===== src/rtl/recv_data.sv =====
// rtl/recv_data.sv - SPI mode-0 frame receiver into a word array; define RECV_CHECKSUM_EN to require a trailing checksum word
module recv_data #(
    parameter int WORD_W   = 16,
    parameter int WORD_NUM = 20
) (
    input  logic                       clk,
    input  logic                       rst_n,
    input  logic                       spi_sck,
    input  logic                       spi_cs_n,
    input  logic                       spi_mosi,
    output logic [WORD_NUM*WORD_W-1:0] data,
    output logic                       recv_done,
    output logic                       frame_err,
    output logic [7:0]                 word_cnt
);

`ifdef RECV_CHECKSUM_EN
    localparam int FRAME_LEN = WORD_NUM + 1;
`else
    localparam int FRAME_LEN = WORD_NUM;
`endif
    localparam int                BIT_W    = $clog2(WORD_W);
    localparam logic [BIT_W-1:0] BIT_LAST = BIT_W'(WORD_W - 1);
    localparam logic [7:0]       LEN8     = 8'(FRAME_LEN);
    localparam logic [7:0]       OVF8     = 8'(FRAME_LEN + 1);

    typedef enum logic [1:0] {IDLE, RECV, CHECK} state_t;

    state_t              state, state_n;
    logic [2:0]          sck_sr, cs_sr, mosi_sr;
    logic [1:0]          warm;
    logic                armed, pend;
    logic [BIT_W-1:0]    bit_cnt;
    logic [WORD_W-2:0]   shift_q;
    logic [WORD_W-1:0]   shift_next;
    logic [WORD_W-1:0]   shadow [FRAME_LEN];
    logic                sck_rise, cs_fall, cs_rise, start, frame_ok;
`ifdef RECV_CHECKSUM_EN
    logic [WORD_W-1:0]   csum_acc;
`endif

    // Bits [1] are the synchronized values, bits [2] the history used for edge detection.
    // mosi is taken from its history copy: that is the level held while sck was still low.
    assign sck_rise   = sck_sr[1] & ~sck_sr[2];
    assign cs_rise    = cs_sr[1] & ~cs_sr[2];
    assign cs_fall    = ~cs_sr[1] & cs_sr[2] & armed;
    assign start      = (state == IDLE) & (cs_fall | pend);
    assign shift_next = {shift_q, mosi_sr[2]};

`ifdef RECV_CHECKSUM_EN
    assign frame_ok = (word_cnt == LEN8) && (bit_cnt == '0) && (csum_acc == shadow[WORD_NUM]);
`else
    assign frame_ok = (word_cnt == LEN8) && (bit_cnt == '0);
`endif

    // Synchronizers, FSM state and frame-start bookkeeping.
    // armed blocks the false cs_n fall seen when reset releases mid-frame with cs_n still low;
    // pend remembers a cs_n fall that arrives while the previous frame is still in CHECK.
    always_ff @(posedge clk or negedge rst_n) begin
        if (!rst_n) begin
            sck_sr  <= 3'b000;
            cs_sr   <= 3'b111;
            mosi_sr <= 3'b000;
            warm    <= 2'b00;
            armed   <= 1'b0;
            pend    <= 1'b0;
            state   <= IDLE;
        end else begin
            sck_sr  <= {sck_sr[1:0], spi_sck};
            cs_sr   <= {cs_sr[1:0], spi_cs_n};
            mosi_sr <= {mosi_sr[1:0], spi_mosi};
            warm    <= {warm[0], 1'b1};
            armed   <= armed | (warm[1] & cs_sr[1]);
            if (start)
                pend <= 1'b0;
            else if (state == CHECK && cs_fall)
                pend <= 1'b1;
            state   <= state_n;
        end
    end

    // Next-state logic.
    always_comb begin
        state_n = state;
        case (state)
            IDLE:    if (start)   state_n = RECV;
            RECV:    if (cs_rise) state_n = CHECK;
            CHECK:                state_n = IDLE;
            default:              state_n = IDLE;
        endcase
    end

    // Bit/word assembly into the shadow buffer; extra words only push word_cnt to the overflow mark.
    always_ff @(posedge clk or negedge rst_n) begin
        if (!rst_n) begin
            bit_cnt  <= '0;
            word_cnt <= '0;
            shift_q  <= '0;
            for (int i = 0; i < FRAME_LEN; i++) shadow[i] <= '0;
`ifdef RECV_CHECKSUM_EN
            csum_acc <= '0;
`endif
        end else if (start) begin
            bit_cnt  <= '0;
            word_cnt <= '0;
            shift_q  <= '0;
`ifdef RECV_CHECKSUM_EN
            csum_acc <= '0;
`endif
        end else if (state == RECV && sck_rise) begin
            shift_q <= shift_next[WORD_W-2:0];
            if (bit_cnt == BIT_LAST) begin
                bit_cnt <= '0;
                if (word_cnt < LEN8) begin
                    for (int i = 0; i < FRAME_LEN; i++)
                        if (word_cnt == 8'(i)) shadow[i] <= shift_next;
`ifdef RECV_CHECKSUM_EN
                    if (word_cnt < 8'(WORD_NUM)) csum_acc <= csum_acc + shift_next;
`endif
                    word_cnt <= word_cnt + 8'd1;
                end else begin
                    word_cnt <= OVF8;
                end
            end else begin
                bit_cnt <= bit_cnt + BIT_W'(1);
            end
        end
    end

    // Frame verdict: commit shadow to data with recv_done, or flag frame_err and leave data alone.
    always_ff @(posedge clk or negedge rst_n) begin
        if (!rst_n) begin
            data      <= '0;
            recv_done <= 1'b0;
            frame_err <= 1'b0;
        end else begin
            recv_done <= 1'b0;
            frame_err <= 1'b0;
            if (state == CHECK) begin
                if (frame_ok) begin
                    recv_done <= 1'b1;
                    for (int i = 0; i < WORD_NUM; i++) data[i*WORD_W +: WORD_W] <= shadow[i];
                end else begin
                    frame_err <= 1'b1;
                end
            end
        end
    end

endmodule


===== config.mk =====
export PLATFORM = sky130hd
export DESIGN_NAME = recv_data
export DESIGN_NICKNAME = d
export VERILOG_FILES = /design/src/rtl/recv_data.sv
export SDC_FILE = /design/constraint.sdc
export NUM_CORES = 1
export LEC_CHECK = 0
export CAP_MARGIN = 20
export CORE_ASPECT_RATIO = 1.75
export CORE_UTILIZATION = 50
export CTS_CLUSTER_SIZE = 10
export DETAILED_ROUTE_END_ITERATION = 8
export PLACE_DENSITY = 0.83
export SLEW_MARGIN = 30
export SYNTH_ARGS = -nofsm -noshare
export SYNTH_HDL_FRONTEND = slang
export SYNTH_SLANG_ARGS = --single-unit

===== constraint.sdc =====
create_clock -name clk -period 2.1 [get_ports clk]
set_input_delay 0.315 -clock clk [delete_from_list [all_inputs] [get_ports clk]]
set_output_delay 0.315 -clock clk [all_outputs]
set_load 0.01 [all_outputs]

==> run_results.csv, run 1 <==
group,metric,value,unit
power_and_ir_drop,leakage,17.6,nW
routing,avgViaCountPerCell,5.46,
synthesis,synth_nets,1586,
critical_path,crit_family,"simple AND/OR/NAND/NOR gates",
clock_network,cts_made_buffers,78,
routing,drt_pass1_iterations,5,
synthesis,synth_edf_count,0,
timing,final.setup.worst_slack,-0.293,ns
critical_path,worst_path_most_repeated_cell,"buf_12",
timing,fmax,0.418,GHz
cells_and_area,layoutNonFillerInstCount,2751,
job,drv_cap,0,
floorplanning,initial_core_util,50.5,%
placed_design,detailedPlace.worstSlack,-0.340,ns
global_route,grtUsageTotal,26.1,%
timing,tightest_slew,0.932,ns
cells_and_area,area_growth,30.1,%
synthesis,netlist_instances,1575,
synthesis,synth_seq_cells,684,
timing,maxSlewHeadroom,37.9,%
critical_path,path_cells,"inv_2, ha_4, or4bb_4, nor3_4, nand3_4, buf_12, buf_12, mux2_1",
run_status,violations,"negative setup slack",
floorplanning,core-area,0.0531,mm2
floorplanning,ios,335,
timing,finalCriticalPeriod,2.39,ns
routing,ant_nets,0,
synthesis,synthArstFlopShare,100,%
global_route,grt_pass1_vias,16800,
timing,drv_slew,0,
cells_and_area,diodes,0,
routing,vias,15000,
critical_path,cp.arrival,2.86,ns
placed_design,gp_congestion,0.794,
power_and_ir_drop,power_density,750,mW/mm2
timing,clock_skew,0.0186,ns
cells_and_area,drive_above_1_share,42.7,%
timing,setup_violations,343,
clock_network,cts_buffer_depth,3,
critical_path,cp_max_fo,23,
critical_path,critPathCaptureType,"flip-flop",
routing,drcViolationCount,0,
clock_network,htree_levels,3,
global_route,grt_pass1_wl,105,mm
global_route,grt_max_degree,76,
placed_design,dp_hpwl,46.1,mm
synthesis,synthDistinctLibCells,42,
clock_network,cts_sinks,684,
floorplanning,dieWidth,177,um
critical_path,slowest_stage,"or4bb_4",
floorplanning,core.rowCount,112,
cells_and_area,final_cell_mix,"678 x dfrtp_1, 332 x clkdlybuf4s50_1, 328 x mux2_4",
routing,wl_per_cell,26.3,um
critical_path,cp_num_buf_inv,3,
critical_path,required,2.57,ns
synthesis,syn_area,0.0268,mm2
synthesis,yosys_warnings,0,
floorplanning,die_area,0.0547,mm2
global_route,grt-ovfl-total,0,
clock_network,cts.clk_slew.worst_paths,0.06,ns
worst_hold_path,hp-class,"primary input to flip-flop",
cells_and_area,final_common_cell,"dfrtp_1",
placed_design,placed_cells,2631,
timing,rsz0062_at_grt,"true",
clock_network,insertion_delay,0.61,ns
cells_and_area,n_fill_cell,3517,
synthesis,seq_area_frac_synth,63.8,%
critical_path,crit_type,"flip-flop to flip-flop",
cells_and_area,nets,2055,
synthesis,yosys_most_used_dff,"dfrtp_1",
global_route,antenna_found_initial,1,
power_and_ir_drop,irDropWorstVdd,0.716,mV
run_status,status,"finished, violations left",
routing,dr.first_iter.drc_count,748,
critical_path,slowest_delay,0.53,ns
clock_network,cts_root_buf,"clkbuf_16",
routing,routed_wl,72.4,mm
floorplanning,fp.dieH,309,um
critical_path,startpoint_type,"flip-flop",
clock_network,cts_tree,"built",
timing,finalHoldViolations,0,
placed_design,io_buffers,334,
synthesis,syn_area_per_cell,17.0,um2
timing,fin_crit_sh,114,%
==> through the flow <==
stage	setup TNS, ns	hold WS, ns	area, um2	utilization, %	power [W]
after floorplan	-41.98	0.0194	26900	-	0.0138
after global placement	-96.89	0.316	31900	60.2	0.0144
after detailed placement	-104.50	0.321	31900	60.2	0.0145
after CTS	-87.78	0.0833	34100	64.2	0.0264
after global routing	-90.62	0.119	34900	65.8	0.0270
final	-69.67	0.126	34900	65.8	0.0262
==> where the power goes <==
group / switching (W) / internal, W / total (W)
Combinational: 0.000684 / 0.000248 / 0.000932
Sequential: 0.0000717 / 0.0133 / 0.0133
Clock: 0.00509 / 0.00687 / 0.0120
Total: 0.00584 / 0.0204 / 0.0262
==> worst paths after layout <==
| path | startpoint | endpoint | slack [ns] | cells past startpoint |
|---|---|---|---|---|
| worst max register to register | word_cnt[0]$_DFFE_PN0P_ | data[111]$_DFFE_PN0P_ | -0.29 | 8 |
| worst min register to register | mosi_sr[1]$_DFF_PN0_ | mosi_sr[2]$_DFF_PN0_ | 0.35 | 0 |
| worst max-delay path | word_cnt[0]$_DFFE_PN0P_ | data[111]$_DFFE_PN0P_ | -0.29 | 8 |
| min in group asynchronous | rst_n | data[236]$_DFFE_PN0P_ | 0.27 | 2 |
| max in group asynchronous | rst_n | shadow[46]$_DFFE_PN0P_ | 0.98 | 3 |
| worst min-delay path | spi_cs_n | cs_sr[0]$_DFF_PN1_ | 0.13 | 1 |
==> flip-flops by register name (all words and copies together), names as in the netlist, 2 cells and up <==
signal / count
bit_cnt: 4
cs_sr: 3
data: 320
mosi_sr: 3
sck_sr: 3
shadow: 320
shift_q: 15
state: 2
warm: 2
word_cnt: 8
==> area by class of cell <==
type | count | area [um2] | share of cell area, %
clock buffers | 97 | 2060 | 5.91
clock inverters | 6 | 90.1 | 0.258
flip-flops and latches | 684 | 17100 | 49.0
well taps | 684 | 856 | 2.45
inverters | 6 | 22.5 | 0.0645
multi-input cells | 785 | 9510 | 27.2
repair buffers | 489 | 5270 | 15.1
==> logic make-up (layout without fill, tap and decap cells) <==
kind of cell,count (synthesis),in the layout,share of synthesized area [%]
AOI/OAI and AO/OA,30,30,0.676
xor gates and xnor gates,1,1,0.0326
adders and majority gates,6,6,0.280
buffers and inverters,106,598,2.67
DFF,684,684,63.8
muxes,640,640,30.2
other,1,1,0.0140
and+or+nand+nor,107,107,2.35
==> Yosys cell counts, types with 2 or more instances <==
master / number / area [um2]
a21oi_1: 20 / 100
a311oi_1: 2 / 17.5
a31o_2: 2 / 17.5
buf_1: 3 / 11.3
buf_2: 6 / 30.0
buf_4: 17 / 128
buf_6: 33 / 372
clkbuf_1: 41 / 154
dfrtp_1: 681 / 17000
dfstp_2: 3 / 78.8
ha_1: 6 / 75.1
inv_1: 6 / 22.5
mux2_1: 62 / 698
mux2_2: 338 / 3810
mux2_4: 240 / 3600
nand2_1: 39 / 146
nand2b_1: 4 / 25.0
nand3_1: 6 / 30.0
nand3_2: 5 / 50.1
nor2_1: 14 / 52.6
nor2_2: 9 / 56.3
nor2_4: 11 / 124
nor3_1: 4 / 20.0
nor3b_1: 3 / 22.5
nor4_1: 3 / 18.8
==> layer usage <==
metal	global-route usage, %	part of all wire (%)	vias to the layer above
met4	12.0	4.1	0
met5	0	0	-
met2	47.0	54	477
li1	-	-	6395
met1	30.1	38	8024
met3	4.14	4.1	130
==> timing repair <==
item,in CTS,in global routing
endpoints found under the hold margin,32,0
resized for setup,2,129
buffers inserted,0,9
gates cloned,0,10
hold buffers,1,0
pin swaps,1,14
setup endpoints to repair,600,640
Note: power is estimated with default switching activity, not from simulation.
==> run 2, diff against run 1 <==
- PLACE_DENSITY: 0.83 -> 0.76
==> run 2 against run 1 <==
The run still ends with negative setup slack left. Clock skew barely moved. Setup slack got worse by 0.020 ns. Clock-buffer cell count shrank 8. Non-clock buffer count decreased by 14. Via count fell by 0.97%. Die area unchanged. Clock power barely moved. Hold slack worse by 0.0034 ns. Cell count fell by 0.76%. Maximum frequency decreased by 0.84%. Sequential share of layout area rose by 0.47 points. Largest power group unchanged. Highest routed layer unchanged.
==> run_results.csv, run 2 (synthesis gave the netlist of run 1 again) <==
group,metric,value,unit
global_route,antenna_found_initial,0,
cells_and_area,n_fill_cell,3740,
worst_hold_path,hp-class,"primary input to flip-flop",
cells_and_area,diodes,0,
routing,ant_nets,0,
placed_design,io_buffers,334,
placed_design,placed_cells,2614,
timing,finalHoldViolations,0,
floorplanning,fp.dieH,309,um
floorplanning,dieWidth,177,um
routing,routed_wl,69.3,mm
timing,clock_skew,0.0181,ns
routing,dr.first_iter.drc_count,775,
floorplanning,core.rowCount,112,
clock_network,cts_root_buf,"clkbuf_16",
timing,setup_violations,322,
routing,wl_per_cell,25.4,um
timing,rsz0062_at_grt,"true",
clock_network,cts.clk_slew.worst_paths,0.05,ns
floorplanning,initial_core_util,50.5,%
critical_path,startpoint_type,"flip-flop",
placed_design,dp_hpwl,43.8,mm
timing,finalCriticalPeriod,2.41,ns
run_status,status,"finished, violations left",
clock_network,cts_made_buffers,78,
timing,final.setup.worst_slack,-0.314,ns
floorplanning,ios,335,
critical_path,cp_max_fo,23,
power_and_ir_drop,irDropWorstVdd,0.654,mV
cells_and_area,drive_above_1_share,41.9,%
timing,drv_slew,0,
clock_network,cts_sinks,684,
global_route,grt_pass1_vias,16100,
floorplanning,die_area,0.0547,mm2
routing,avgViaCountPerCell,5.45,
cells_and_area,layoutNonFillerInstCount,2730,
clock_network,cts_buffer_depth,3,
placed_design,gp_congestion,0.865,
power_and_ir_drop,leakage,17.4,nW
cells_and_area,area_growth,28.9,%
clock_network,cts_tree,"built",
cells_and_area,reg_top3,"data (320), shadow (320), shift_q (15)",
global_route,grt-ovfl-total,0,
clock_network,insertion_delay,0.61,ns
global_route,grt_pass1_wl,102,mm
timing,tightest_slew,0.919,ns
cells_and_area,nets,2041,
critical_path,cp.arrival,2.90,ns
timing,whs,0.122,ns
clock_network,htree_levels,3,
cells_and_area,final_common_cell,"dfrtp_1",
critical_path,critPathCaptureType,"flip-flop",
timing,maxSlewHeadroom,38.7,%
routing,vias,14900,
critical_path,crit_type,"flip-flop to flip-flop",
cells_and_area,final_cell_mix,"676 x dfrtp_1, 333 x clkdlybuf4s50_1, 305 x mux2_4",
timing,fin_crit_sh,115,%
critical_path,ff2ff_setup_slack,-0.31,ns
run_status,violations,"negative setup slack",
routing,drcViolationCount,0,
global_route,grtUsageTotal,25.3,%
job,drv_cap,0,
critical_path,required,2.58,ns
power_and_ir_drop,power_density,752,mW/mm2
floorplanning,core-area,0.0531,mm2
global_route,grt_max_degree,88,
timing,fmax,0.414,GHz
routing,drt_pass1_iterations,5,
[run 2: cell types whose count changed in the layout (fill, tap and decap cells not counted), sizes merged]
| cell | before | now |
|---|---|---|
| buf | 147 | 132 |
| clkbuf | 105 | 98 |
| clkdlybuf4s50 | 332 | 333 |
| clkinv | 2 | 4 |
| clkinvlp | 0 | 1 |
| dlymetal6s2s | 1 | 0 |
| inv | 10 | 8 |
[run 2: final timing paths]
kind	startpoint	end	cells past startpoint
max in group asynchronous	rst_n	shadow[250]$_DFFE_PN0P_	3
min in group asynchronous	rst_n	shadow[93]$_DFFE_PN0P_	2
max reg2reg	bit_cnt[1]$_DFFE_PN0P_	data[219]$_DFFE_PN0P_	8
min	spi_cs_n	cs_sr[0]$_DFF_PN1_	1
max	bit_cnt[1]$_DFFE_PN0P_	data[219]$_DFFE_PN0P_	8
min reg2reg	mosi_sr[1]$_DFF_PN0_	mosi_sr[2]$_DFF_PN0_	0
[run 2: layout make-up]
| class | count | area, um2 | share of cell area (%) |
|---|---|---|---|
| clock inverters | 7 | 101 | 0.293 |
| well taps | 684 | 856 | 2.47 |
| flip-flops and latches | 684 | 17100 | 49.5 |
| repair buffers | 475 | 5070 | 14.7 |
| clock buffers | 89 | 2010 | 5.82 |
| multi-input cells | 785 | 9410 | 27.2 |
| inverters | 6 | 22.5 | 0.0651 |
[run 2: per-stage QoR]
| step | instance area [um2] | setup slack (ns) | setup TNS (ns) | util [%] | total power, W |
|---|---|---|---|---|---|
| after CTS | 33900 | -0.262 | -90.84 | 63.8 | 0.0262 |
| after global routing | 34600 | -0.351 | -88.20 | 65.2 | 0.0269 |
| final | 34600 | -0.314 | -71.82 | 65.2 | 0.0260 |
| after global placement | 31800 | -0.303 | -99.97 | 59.8 | 0.0144 |
| after detailed placement | 31800 | -0.338 | -105.61 | 59.8 | 0.0144 |
| after floorplan | 26900 | -0.122 | -41.98 | - | 0.0138 |
[run 2: worst max-delay path, stage by stage (launching register included)]
cell and delay, ns:
dfrtp_1 0.39, inv_1 0.08, ha_2 0.18, or4bb_4 0.54, nor3_4 0.18, nand3_4 0.14, buf_12 0.19, buf_12 0.19
mux2_1 0.34
[run 2: repair_timing]
action	4_1_cts	5_1_grt
pin swaps	1	9
buffers inserted	1	12
cloned	0	9
hold buffers	1	0
resized for setup	1	97
setup endpoints to repair	592	640
endpoints found under the hold margin	27	0
[run 2: layer usage]
metal	routed length [um]	global-route usage (%)	up-vias
met1	26300	30.1	7916
met3	3500	4.70	113
met2	37500	44.9	487
met4	2010	9.36	0
met5	0	0	-
li1	-	-	6364
[run 2: report_power, final]
group          leakage, nW  internal (W)  total [W]  switching, W
clock                 1.03       0.00675     0.0118       0.00506
combinational         6.86      0.000238   0.000902      0.000664
sequential            9.51        0.0133     0.0133     0.0000733
total                 17.4        0.0202     0.0260       0.00580
==> run 3, diff against run 2 <==
- SETUP_SLACK_MARGIN: not set -> 0.1
- clock period: 2.1 -> 2.11 ns (I/O delays scaled with it)
==> run 3 against run 2 <==
The run still ends with negative setup slack left. Sequential power about the same. Global-route usage down 0.17 points. Largest cell class unchanged. Clock power hardly changed. Hold slack better by 0.024 ns. Setup slack better by 0.078 ns. First-iteration DRC count is 14% higher. Routed wire length fell by 3.3%. Non-clock buffer count is 14 lower. Die area unchanged. Register-to-register slack gained 0.08 ns. Utilization fell by 0.94 points.
==> run_results.csv, run 3 (synthesis gave the netlist of run 1 again) <==
group,metric,value,unit
clock_network,cts.clk_slew.worst_paths,0.06,ns
timing,clock_skew,0.0176,ns
power_and_ir_drop,leakage,17.2,nW
routing,wl_per_cell,24.6,um
clock_network,cts_made_buffers,78,
clock_network,cts_sinks,684,
routing,dr.first_iter.drc_count,884,
cells_and_area,area_growth,27.0,%
floorplanning,die_area,0.0547,mm2
timing,setup_violations,333,
timing,fin_crit_sh,111,%
cells_and_area,nets,2027,
global_route,grt_max_degree,88,
timing,final.setup.worst_slack,-0.235,ns
timing,finalHoldViolations,0,
placed_design,dp_hpwl,43.8,mm
critical_path,critPathCaptureType,"flip-flop",
floorplanning,initial_core_util,50.5,%
global_route,antenna_found_initial,1,
cells_and_area,final_common_cell,"dfrtp_1",
placed_design,placed_cells,2610,
cells_and_area,drive_above_1_share,41.2,%
cells_and_area,final_cell_area,0.0341,mm2
routing,vias,14700,
clock_network,insertion_delay,0.59,ns
run_status,status,"finished, violations left",
timing,fmax,0.426,GHz
placed_design,gp_congestion,0.867,
clock_network,cts_buffer_depth,3,
run_status,violations,"negative setup slack",
floorplanning,core-area,0.0531,mm2
worst_hold_path,hp-class,"primary input to flip-flop",
timing,tightest_slew,0.870,ns
routing,drcViolationCount,0,
critical_path,cp_max_fo,23,
clock_network,cts_root_buf,"clkbuf_16",
cells_and_area,final_cell_mix,"676 x dfrtp_1, 334 x mux2_2, 333 x clkdlybuf4s50_1",
clock_network,cts_tree,"built",
routing,routed_wl,67.0,mm
floorplanning,core.rowCount,112,
clock_network,htree_levels,3,
routing,avgViaCountPerCell,5.41,
global_route,grt_pass1_wl,101,mm
global_route,grt_pass1_vias,16300,
job,drv_cap,0,
power_and_ir_drop,power_density,761,mW/mm2
placed_design,io_buffers,334,
global_route,grt-ovfl-total,0,
floorplanning,fp.dieH,309,um
placed_design,detailedPlace.worstSlack,-0.289,ns
timing,maxSlewHeadroom,42.0,%
global_route,grtUsageTotal,25.1,%
cells_and_area,layoutNonFillerInstCount,2722,
placed_design,placed_area,0.0317,mm2
critical_path,crit_type,"flip-flop to flip-flop",
timing,whs,0.146,ns
power_and_ir_drop,irDropWorstVdd,0.680,mV
routing,drt_pass1_iterations,4,
timing,rsz0062_at_grt,"true",
cells_and_area,reg_top3,"data (320), shadow (320), shift_q (15)",
cells_and_area,diodes,0,
critical_path,required,2.58,ns
floorplanning,dieWidth,177,um
timing,drv_slew,0,
cells_and_area,n_fill_cell,3763,
routing,ant_nets,0,
critical_path,startpoint_type,"flip-flop",
critical_path,cp.arrival,2.81,ns
power_and_ir_drop,finalPower,0.0260,W
floorplanning,ios,335,
timing,finalCriticalPeriod,2.35,ns
run 3: cell types whose count changed in the layout (fill, tap and decap cells not counted), moves of 2 or more:
cell	before	now
mux2_2	274	334
buf_4	85	78
nand2b_1	2	4
nor2_2	4	7
nand3_2	1	4
clkbuf_16	88	82
inv_6	1	3
nand3_4	5	2
nor2_4	16	13
clkbuf_1	10	17
mux2_4	305	246
clkinv_8	4	1
run 3: layout make-up:
cell class	instances	area [um2]	area share [%]
repair buffers	461	4840	14.2
clock inverters	5	72.6	0.213
multi-input cells	785	9130	26.8
inverters	6	22.5	0.0660
well taps	684	856	2.51
flip-flops and latches	684	17100	50.2
clock buffers	97	2070	6.06
run 3: final timing paths:
| path | from | to | slack [ns] | cells past startpoint |
|---|---|---|---|---|
| max | bit_cnt[1]$_DFFE_PN0P_ | data[219]$_DFFE_PN0P_ | -0.24 | 8 |
| min | spi_cs_n | cs_sr[0]$_DFF_PN1_ | 0.15 | 1 |
| max in group asynchronous | rst_n | shadow[254]$_DFFE_PN0P_ | 0.95 | 3 |
| min in group asynchronous | rst_n | shadow[93]$_DFFE_PN0P_ | 0.24 | 2 |
| min reg2reg | mosi_sr[1]$_DFF_PN0_ | mosi_sr[2]$_DFF_PN0_ | 0.35 | 0 |
| max reg2reg | bit_cnt[1]$_DFFE_PN0P_ | data[219]$_DFFE_PN0P_ | -0.24 | 8 |
run 3: critical path: stages, from the launching register on:
cell	delay, ns
dfrtp_1	0.39
inv_1	0.06
ha_2	0.17
or4bb_4	0.54
nor3_4	0.18
nand3_4	0.13
buf_12	0.18
buf_12	0.19
mux2_1	0.34
run 3: metal layers:
layer / share of wire, % / track usage, %
met2: 53 / 43.9
met5: 0 / 0
met3: 5.3 / 4.54
met4: 4.1 / 11.6
met1: 38 / 29.7
run 3: power by group:
part | leakage, nW | switching [W] | internal, W
logic | 6.68 | 0.000641 | 0.000215
clock network | 1.04 | 0.00493 | 0.00691
registers | 9.51 | 0.0000705 | 0.0132
run 3: metrics by stage:
step                TNS [ns]  utilization (%)
CTS                   -66.84             63.9
finish                -52.60             64.2
floorplan             -37.09                -
global route          -80.48             64.2
global placement      -84.42             59.8
detailed placement    -92.29             59.8
run 3: timing repair:
item	4_1_cts	5_1_grt
hold buffers	1	0
endpoints found under the hold margin	27	0
buffers inserted	2	5
setup endpoints to repair	645	649
resized for setup	9	17
pin swaps	1	4
gates cloned	0	2
